<file path="config.mk">
export PLATFORM = sky130hd
export DESIGN_NAME = bnn_conv_engine
export DESIGN_NICKNAME = d
export VERILOG_FILES = /design/src/rtl/bnn_conv_pkg.sv /design/src/rtl/bnn_xnor_pe.sv /design/src/rtl/bnn_conv_engine.sv
export SDC_FILE = /design/constraint.sdc
export NUM_CORES = 1
export LEC_CHECK = 0
export CAP_MARGIN = 20
export CORE_AREA = 10 10 233 235
export DETAILED_ROUTE_END_ITERATION = 8
export DIE_AREA = 0 0 243 245
export SLEW_MARGIN = 40
export SYNTH_ARGS = -nofsm -noshare
export SYNTH_HDL_FRONTEND = slang
export SYNTH_SLANG_ARGS = --single-unit
</file>
<file path="constraint.sdc">
create_clock -name clk -period 6.2 [get_ports clk]
set_input_delay 0.62 -clock clk [delete_from_list [all_inputs] [get_ports clk]]
set_output_delay 0.62 -clock clk [all_outputs]
set_load 0.02 [all_outputs]
</file>
<file path="src/rtl/bnn_conv_pkg.sv">
// Shared definitions for the binary 3x3 convolution engine.
//   - one-hot FSM state constants
//   - terminator header value and default popcount threshold
//   - bit positions of the fields inside a filter weight word
//   - width of the image-dimension field in an image header
//   - eff_thresh(): maps a raw 4-bit threshold to the threshold actually used
package bnn_conv_pkg;

  typedef logic [5:0] state_t;

  localparam state_t ST_IDLE   = 6'b000001;
  localparam state_t ST_LOAD_W = 6'b000010;
  localparam state_t ST_HDR    = 6'b000100;
  localparam state_t ST_FILL   = 6'b001000;
  localparam state_t ST_OUT    = 6'b010000;
  localparam state_t ST_DONE   = 6'b100000;

  localparam logic [15:0] TERMINATOR     = 16'h00FF;
  localparam logic [3:0]  DEFAULT_THRESH = 4'd5;

  localparam int WGT_LSB   = 0;
  localparam int WGT_MSB   = 8;
  localparam int THR_LSB   = 9;
  localparam int THR_MSB   = 12;
  localparam int WIN_BITS  = WGT_MSB - WGT_LSB + 1;
  localparam int HDR_DIM_W = 5;

  // A threshold of 0 or above the window size is meaningless; fall back to 5.
  function automatic logic [3:0] eff_thresh(input logic [3:0] t);
    return ((t == 4'd0) || (t > 4'd9)) ? DEFAULT_THRESH : t;
  endfunction

endpackage

</file>
<file path="src/rtl/bnn_xnor_pe.sv">
// One output-column processing element: XNOR the 3x3 window with the filter
// weights, count the matches and compare against the threshold.
//   weight  in  9  filter weights (bit i pairs with window bit i)
//   window  in  9  pixels: [2:0] top row, [5:3] middle row, [8:6] bottom row
//   thresh  in  4  effective popcount threshold (1..9)
//   result  out 1  1 when the match count reaches the threshold
module bnn_xnor_pe
  import bnn_conv_pkg::*;
(
  input  logic [WIN_BITS-1:0] weight,
  input  logic [WIN_BITS-1:0] window,
  input  logic [3:0]          thresh,
  output logic                result
);

  logic [WIN_BITS-1:0] match;
  logic [3:0]          count;

  always_comb begin
    match = ~(weight ^ window);
    count = '0;
    for (int i = 0; i < WIN_BITS; i++) begin
      count = count + {3'b000, match[i]};
    end
  end

  assign result = (count >= thresh);

endmodule

</file>
<file path="src/rtl/bnn_conv_engine.sv">
// Multi-filter binary 3x3 convolution engine.
// Loads up to MAX_FILTERS filters from the weight SRAM, then walks a stream of
// images in the input SRAM, writing one word per output row per filter to the
// output SRAM until a terminator (or invalid) header is found.
//   clk / reset_b             clock, asynchronous active-low reset
//   dut_run / dut_busy        start pulse (sampled in IDLE) / run in progress
//   dut_sram_read_address     input SRAM address, sram_dut_read_data one cycle later
//   dut_sram_write_*          output SRAM write port (registered)
//   dut_wmem_read_address     weight SRAM address, wmem_dut_read_data one cycle later
module bnn_conv_engine
  import bnn_conv_pkg::*;
#(
  parameter int DATA_W      = 16,
  parameter int ADDR_W      = 12,
  parameter int MAX_FILTERS = 8
) (
  input  logic              clk,
  input  logic              reset_b,
  input  logic              dut_run,
  output logic              dut_busy,
  output logic [ADDR_W-1:0] dut_sram_read_address,
  input  logic [DATA_W-1:0] sram_dut_read_data,
  output logic [ADDR_W-1:0] dut_sram_write_address,
  output logic [DATA_W-1:0] dut_sram_write_data,
  output logic              dut_sram_write_enable,
  output logic [ADDR_W-1:0] dut_wmem_read_address,
  input  logic [DATA_W-1:0] wmem_dut_read_data
);

  localparam int KW   = (MAX_FILTERS > 1) ? $clog2(MAX_FILTERS) : 1;
  localparam int PE_N = DATA_W - 2;

  state_t                state;
  logic [3:0]            fcnt;
  logic [WIN_BITS-1:0]   filt_w [MAX_FILTERS];
  logic [3:0]            filt_t [MAX_FILTERS];
  logic                  wreq, wvalid;
  logic [ADDR_W-1:0]     widx;
  logic                  rreq, rvalid;
  logic [ADDR_W-1:0]     base;
  logic [ADDR_W-1:0]     wr_ptr;
  logic [HDR_DIM_W-1:0]  dim;
  logic [HDR_DIM_W-1:0]  out_row;
  logic [DATA_W-1:0]     row0, row1, row2, next_row;
  logic                  next_valid;
  logic [1:0]            fill_cnt;
  logic                  hdr_phase;
  logic [3:0]            k;

  // Weight-word decode
  logic [3:0] w_f_raw, w_f;
  assign w_f_raw = wmem_dut_read_data[3:0];
  assign w_f     = (w_f_raw > 4'(MAX_FILTERS)) ? 4'(MAX_FILTERS) : w_f_raw;

  // Header decode
  logic [HDR_DIM_W-1:0] hdr_dim;
  logic                 hdr_ok;
  assign hdr_dim = sram_dut_read_data[HDR_DIM_W-1:0];
  assign hdr_ok  = (sram_dut_read_data != DATA_W'(TERMINATOR)) &&
                   (hdr_dim >= HDR_DIM_W'(3)) && (int'(hdr_dim) <= DATA_W);

  // Output-row sequencing
  logic              last_k, last_row, incoming_ok, can_emit, more_rows;
  logic [DATA_W-1:0] incoming;
  assign last_k      = (k == (fcnt - 4'd1));
  assign last_row    = (out_row == (dim - HDR_DIM_W'(3)));
  // The next window row is either already captured or on the read bus now.
  assign incoming_ok = next_valid | rvalid;
  assign incoming    = next_valid ? next_row : sram_dut_read_data;
  // Shifting needs the next row; with one filter this can cost a bubble.
  assign can_emit    = !last_k || last_row || incoming_ok;
  assign more_rows   = (({1'b0, out_row} + 6'd4) < {1'b0, dim});

  // PE array, all columns share the selected filter
  logic [WIN_BITS-1:0] sel_w;
  logic [3:0]          sel_t;
  logic [PE_N-1:0]     pe_res, col_ok;
  logic [DATA_W-1:0]   out_word;
  assign sel_w = filt_w[k[KW-1:0]];
  assign sel_t = filt_t[k[KW-1:0]];

  generate
    for (genvar gi = 0; gi < PE_N; gi++) begin : g_pe
      bnn_xnor_pe u_pe (
        .weight (sel_w),
        .window ({row2[gi+2:gi], row1[gi+2:gi], row0[gi+2:gi]}),
        .thresh (sel_t),
        .result (pe_res[gi])
      );
      assign col_ok[gi] = ((gi + 2) < int'(dim));
    end
  endgenerate

  assign out_word = {2'b00, pe_res & col_ok};

  logic unused_wbits;
  assign unused_wbits = ^wmem_dut_read_data[DATA_W-1:THR_MSB+1];

  always_ff @(posedge clk or negedge reset_b) begin
    if (!reset_b) begin
      state                  <= ST_IDLE;
      dut_busy               <= 1'b0;
      dut_sram_read_address  <= '0;
      dut_sram_write_address <= '0;
      dut_sram_write_data    <= '0;
      dut_sram_write_enable  <= 1'b0;
      dut_wmem_read_address  <= '0;
      fcnt       <= '0;
      wreq       <= 1'b0;
      wvalid     <= 1'b0;
      widx       <= '0;
      rreq       <= 1'b0;
      rvalid     <= 1'b0;
      base       <= '0;
      wr_ptr     <= '0;
      dim        <= '0;
      out_row    <= '0;
      row0       <= '0;
      row1       <= '0;
      row2       <= '0;
      next_row   <= '0;
      next_valid <= 1'b0;
      fill_cnt   <= '0;
      hdr_phase  <= 1'b0;
      k          <= '0;
      for (int i = 0; i < MAX_FILTERS; i++) begin
        filt_w[i] <= '0;
        filt_t[i] <= '0;
      end
    end else begin
      dut_sram_write_enable <= 1'b0;
      rreq   <= 1'b0;
      rvalid <= rreq;
      wvalid <= wreq;
      widx   <= dut_wmem_read_address;

      case (state)
        ST_IDLE: begin
          if (dut_run) begin
            state                 <= ST_LOAD_W;
            dut_busy              <= 1'b1;
            dut_wmem_read_address <= '0;
            wreq                  <= 1'b1;
            dut_sram_read_address <= '0;
            base                  <= '0;
            wr_ptr                <= '0;
            hdr_phase             <= 1'b0;
            next_valid            <= 1'b0;
            k                     <= '0;
          end
        end

        // Addresses are issued speculatively every cycle; the returned word
        // is interpreted by the address it was read from (widx).
        ST_LOAD_W: begin
          dut_wmem_read_address <= dut_wmem_read_address + ADDR_W'(1);
          wreq                  <= 1'b1;
          if (wvalid) begin
            if (widx == '0) begin
              fcnt <= w_f;
              if (w_f == 4'd0) begin
                state    <= ST_DONE;
                dut_busy <= 1'b0;
                wreq     <= 1'b0;
              end
            end else if (widx <= ADDR_W'(fcnt)) begin
              filt_w[KW'(widx - ADDR_W'(1))] <= wmem_dut_read_data[WGT_MSB:WGT_LSB];
              filt_t[KW'(widx - ADDR_W'(1))] <= eff_thresh(wmem_dut_read_data[THR_MSB:THR_LSB]);
              if (widx == ADDR_W'(fcnt)) begin
                state <= ST_HDR;
                wreq  <= 1'b0;
              end
            end
          end
        end

        // Phase 0: header address on the bus, row 0 read issued behind it.
        // Phase 1: header data present; decode it.
        ST_HDR: begin
          if (!hdr_phase) begin
            dut_sram_read_address <= base + ADDR_W'(1);
            rreq                  <= 1'b1;
            hdr_phase             <= 1'b1;
          end else begin
            hdr_phase <= 1'b0;
            if (!hdr_ok) begin
              state    <= ST_DONE;
              dut_busy <= 1'b0;
            end else begin
              dim                   <= hdr_dim;
              dut_sram_read_address <= base + ADDR_W'(2);
              rreq                  <= 1'b1;
              fill_cnt              <= '0;
              state                 <= ST_FILL;
            end
          end
        end

        // Rows 0..2 arrive on consecutive cycles; row 3 is requested on the
        // way so it is in flight when OUT starts.
        ST_FILL: begin
          row0     <= row1;
          row1     <= row2;
          row2     <= sram_dut_read_data;
          fill_cnt <= fill_cnt + 2'd1;
          if (fill_cnt == 2'd0) begin
            dut_sram_read_address <= base + ADDR_W'(3);
            rreq                  <= 1'b1;
          end else if (fill_cnt == 2'd1) begin
            dut_sram_read_address <= base + ADDR_W'(4);
            rreq                  <= (dim > HDR_DIM_W'(3));
          end else begin
            state      <= ST_OUT;
            out_row    <= '0;
            k          <= '0;
            next_valid <= 1'b0;
          end
        end

        ST_OUT: begin
          if (rvalid) begin
            next_row   <= sram_dut_read_data;
            next_valid <= 1'b1;
          end
          if (can_emit) begin
            dut_sram_write_enable  <= 1'b1;
            dut_sram_write_data    <= out_word;
            dut_sram_write_address <= wr_ptr;
            wr_ptr                 <= wr_ptr + ADDR_W'(1);
            if (last_k) begin
              k <= '0;
              if (last_row) begin
                state                 <= ST_HDR;
                hdr_phase             <= 1'b0;
                base                  <= base + ADDR_W'(dim) + ADDR_W'(1);
                dut_sram_read_address <= base + ADDR_W'(dim) + ADDR_W'(1);
              end else begin
                row0       <= row1;
                row1       <= row2;
                row2       <= incoming;
                next_valid <= 1'b0;
                out_row    <= out_row + HDR_DIM_W'(1);
                if (more_rows) begin
                  dut_sram_read_address <= base + ADDR_W'(5) + ADDR_W'(out_row);
                  rreq                  <= 1'b1;
                end
              end
            end else begin
              k <= k + 4'd1;
            end
          end
        end

        ST_DONE: begin
          dut_busy <= 1'b0;
          state    <= ST_IDLE;
        end

        default: begin
          state    <= ST_IDLE;
          dut_busy <= 1'b0;
        end
      endcase
    end
  end

endmodule

</file>
==> results of run 1 <==
==> cell families after synthesis <==
| group | Yosys count | share of synthesized area (%) |
|---|---|---|
| other cells | 1 | 0.01912 |
| simple gates | 355 | 8.937 |
| compound gates | 327 | 10.40 |
| buf+inv | 214 | 4.389 |
| xor+xnor | 175 | 7.891 |
| flops | 288 | 36.75 |
| mux | 202 | 12.85 |
| fa+ha+maj | 251 | 18.77 |
==> final cells by class <==
class	count	share of cell area (%)
Tap cell	672	3.761
Timing Repair Buffer	110	4.919
Clock inverter	16	0.6940
Sequential cell	288	32.25
Clock buffer	45	4.125
Inverter	134	2.250
Multi-Input combinational cell	1312	52.00
==> power by group through the flow <==
stage	clock network (mW)	registers, mW	logic (mW)
6_report	1.95	2.41	4.75
5_1_grt	2.07	2.46	5.55
4_1_cts	2.00	2.41	4.85
3_5_place_dp	0	2.45	4.82
3_3_place_gp	0	2.42	4.59
2_1_floorplan	0	2.38	3.75
==> cell usage in the layout (no fill, tap or decap), types with 6 or more instances in the layout <==
cell type / instances
clkdlybuf4s50_1: 82
a31oi_1: 10
o21ai_0: 103
xor2_1: 86
clkinv_2: 11
nor2_1: 65
o21bai_1: 16
inv_1: 133
nor2b_1: 11
mux2i_1: 29
a21oi_1: 81
o31ai_1: 28
fa_1: 72
nor4_1: 6
a21o_1: 30
ha_1: 179
nor3_1: 13
mux2_2: 138
nand3_1: 33
xnor2_1: 88
mux2i_2: 8
nand2_1: 139
o21a_1: 6
dfrtp_1: 286
buf_4: 22
clkbuf_1: 8
and2_1: 10
nand2b_1: 22
nand4_1: 10
mux4_2: 26
clkbuf_16: 34
o211ai_1: 8
a211oi_1: 6
and3_1: 10
==> registers in the layout, indices dropped and copies added (netlist names), 14 cells and up <==
signal,cells
row2,16
next_row,16
row0,16
dut_sram_write_data,14
filt_w,72
filt_t,32
row1,16
==> critical path, delay by kind of cell, from the launching register on <==
family / cells / cell delay (ps)
multiplexers: 2 / 710
adder cells (fa/ha/maj): 7 / 2820
XOR/XNOR: 1 / 120
AO/OA/AOI/OAI: 4 / 780
flip-flops: 1 / 590
buffers and inverters: 3 / 420
==> routing by layer <==
metal  vias up  track usage, %  wire length (um)
li1       6425               -                 -
met5         -               0                 0
met1      6838           20.74             21240
met2       243           26.39             22440
met3        55           2.520              1963
met4         0           3.841               840
==> metrics by stage <==
step | hold WS [ps] | worst slack [ps]
after floorplan | 324.4 | 417.3
after global placement | 337.3 | 646.4
after detailed placement | 344.2 | 573.7
after CTS | 57.91 | 567.9
after global routing | 76.57 | 378.8
final | 43.48 | 598.6
==> worst min path at each step <==
| stage | startpoint | to |
|---|---|---|
| finish | reset_b | dut_wmem_read_address[6] |
| floorplan | reset_b | base[0] |
| detailed placement | rreq | rvalid |
| global placement | rreq | rvalid |
| CTS | reset_b | fcnt[1] |
| global route | reset_b | dut_wmem_read_address[6] |
==> impl_metrics.yaml, run 1 <==
logic_synthesis:
  netlist.area_leader.share_pct: 36.61
  post-synth-top-count-cell: "dfrtp_1"
  synth_edf_count: 0
  ys_ff_latch: 288
  synth_area_mm2: 0.01962
  yosys_warnings: 0
  synthArstFlopShare_pct: 100.0
  synthTopCellsByArea: "dfrtp_1 (37%), ha_1 (11%), mux2_2 (7.9%)"
  syn_inst: 1813
  seq_area_frac_synth_pct: 36.75
  synth_top_area_cell: "dfrtp_1"
  ys_types: 73
  yosys-top-cells-count: "dfrtp_1 (287), ha_1 (179), nand2_1 (140)"
  synth_area_per_cell_um2: 10.82
  ys.flop_type: "dfrtp_1"
sta:
  finalMaxSlewViolations: 0
  fin_tns_setup_ps: 0
  finalClockSkew_ps: 17.69
  timing.fmax_mhz: 178.5
  fin_crit_ps: 5601
  setup_viol: 0
  fin_crit_sh_pct: 90.34
  final-hold-violation-count: 0
  relSlewSlack_pct: 43.68
  rsz0062_at_grt: "false"
  max_slew.worst_pin.slew_ps: 842.7
worst_setup_path:
  critPathMaxStageDelay_ps: 590
  critPathKind: "flip-flop to flip-flop"
  cp-start-kind: "flip-flop"
  critPathLaunch: "k[0]"
  crit_path_end_kind: "flip-flop"
  crit_slowest_cell: "dfrtp_2"
  crit_fanout: 14
  worstSetupEndpoint: "dut_sram_write_data[13]"
  reg2reg_from: "k[0]"
  worstRegToRegCells: 17
  arrival_ps: 6000
  crit_path_frequent_cell: "fa_1"
  path_cells: "mux4_2, mux2i_2, buf_4, xor2_1, ha_1, inv_1, fa_1, fa_1, inv_1, fa_1, ha_1, fa_1, ha_1, a21o_1, a21o_1, a21oi_1, o31ai_1"
  reg2reg_to: "dut_sram_write_data[13]"
  r2r_slack_ps: 600
  required_ps: 6600
routing:
  via_count: 13560
  viasPerCell: 5.262
  drt_iter0_drc: 913
  drc: 0
  ant_nets: 0
  finalWirelength_um: 46490
  firstDrtPassIters: 5
  routedWlPerCell_um: 18.04
finish:
  n_antenna_cell: 0
  utilization_pct: 45.02
  final_area_mm2: 0.02236
  seqCellArea_mm2: 0.007209
  fillerInstances: 4686
  stdcell_count: 2577
  fin_nets: 2166
  drive_above_1_share_pct: 14.75
  multi_input_area_mm2: 0.01163
  syn_to_final_growth_pct: 13.98
global_route:
  gr-total-overflow: 0
  grt_pass1_wl_um: 76250
  gr-usage-all-layers_pct: 15.67
  antenna_found_initial: 0
  grt_max_degree: 139
  grt_pass1_vias: 14080
floorplan:
  core_mm2: 0.04966
  num_io_pins: 89
  dieArea_mm2: 0.05954
  die_w_um: 243
  die_h_um: 245
  fp-row-count: 82
  floorplan.initialDensity_pct: 39.50
pwr:
  sw_frac_of_total_pct: 38.21
  pwr-share-seq_pct: 26.5
  p_clk_share_pct: 21.4
  leakage_nw: 10.42
  powerDensity_mw_per_mm2: 407.7
  power_switching_mw: 3.483
  vdd_drop_max_uv: 212.3
  pwr-share-comb_pct: 52.1
  power_mw: 9.116
  p_int_mw: 5.632
clocking:
  htree_levels: 2
  cts_max_path_buffers: 3
  cts_setup_buffers: 0
  cts-resized-gates: 0
  cts_tree: "done"
  cts_buffers: 34
  clkTransAtPathRegs_ps: 60
  cts_sinks: 288
  cts_hold_buf: 0
  insertion_delay_ps: 540
  cts-root-buf: "clkbuf_16"
hold_path:
  hold_path_class: "input pin to async pin"
placement:
  place.gp.congestion: 0.8492
  dp.cells: 2515
  io_buffers: 83
  post-dp-hpwl_um: 32720
  dpl_cell_area_mm2: 0.02125
status:
  status: "finished, final reports clean"
job:
  drv_cap: 0
Power figures use the tool's default switching activity.
==> run 2, diff against run 1 <==
--- a/config.mk
+++ b/config.mk
@@ -9,6 +9,7 @@
 export CORE_AREA = 10 10 233 235
 export DETAILED_ROUTE_END_ITERATION = 8
 export DIE_AREA = 0 0 243 245
+export SKIP_CTS_REPAIR_TIMING = 1
 export SLEW_MARGIN = 40
 export SYNTH_ARGS = -nofsm -noshare
 export SYNTH_HDL_FRONTEND = slang
==> results of run 2 <==
The final DEF is identical to that of run 1; final timing and power are the same.
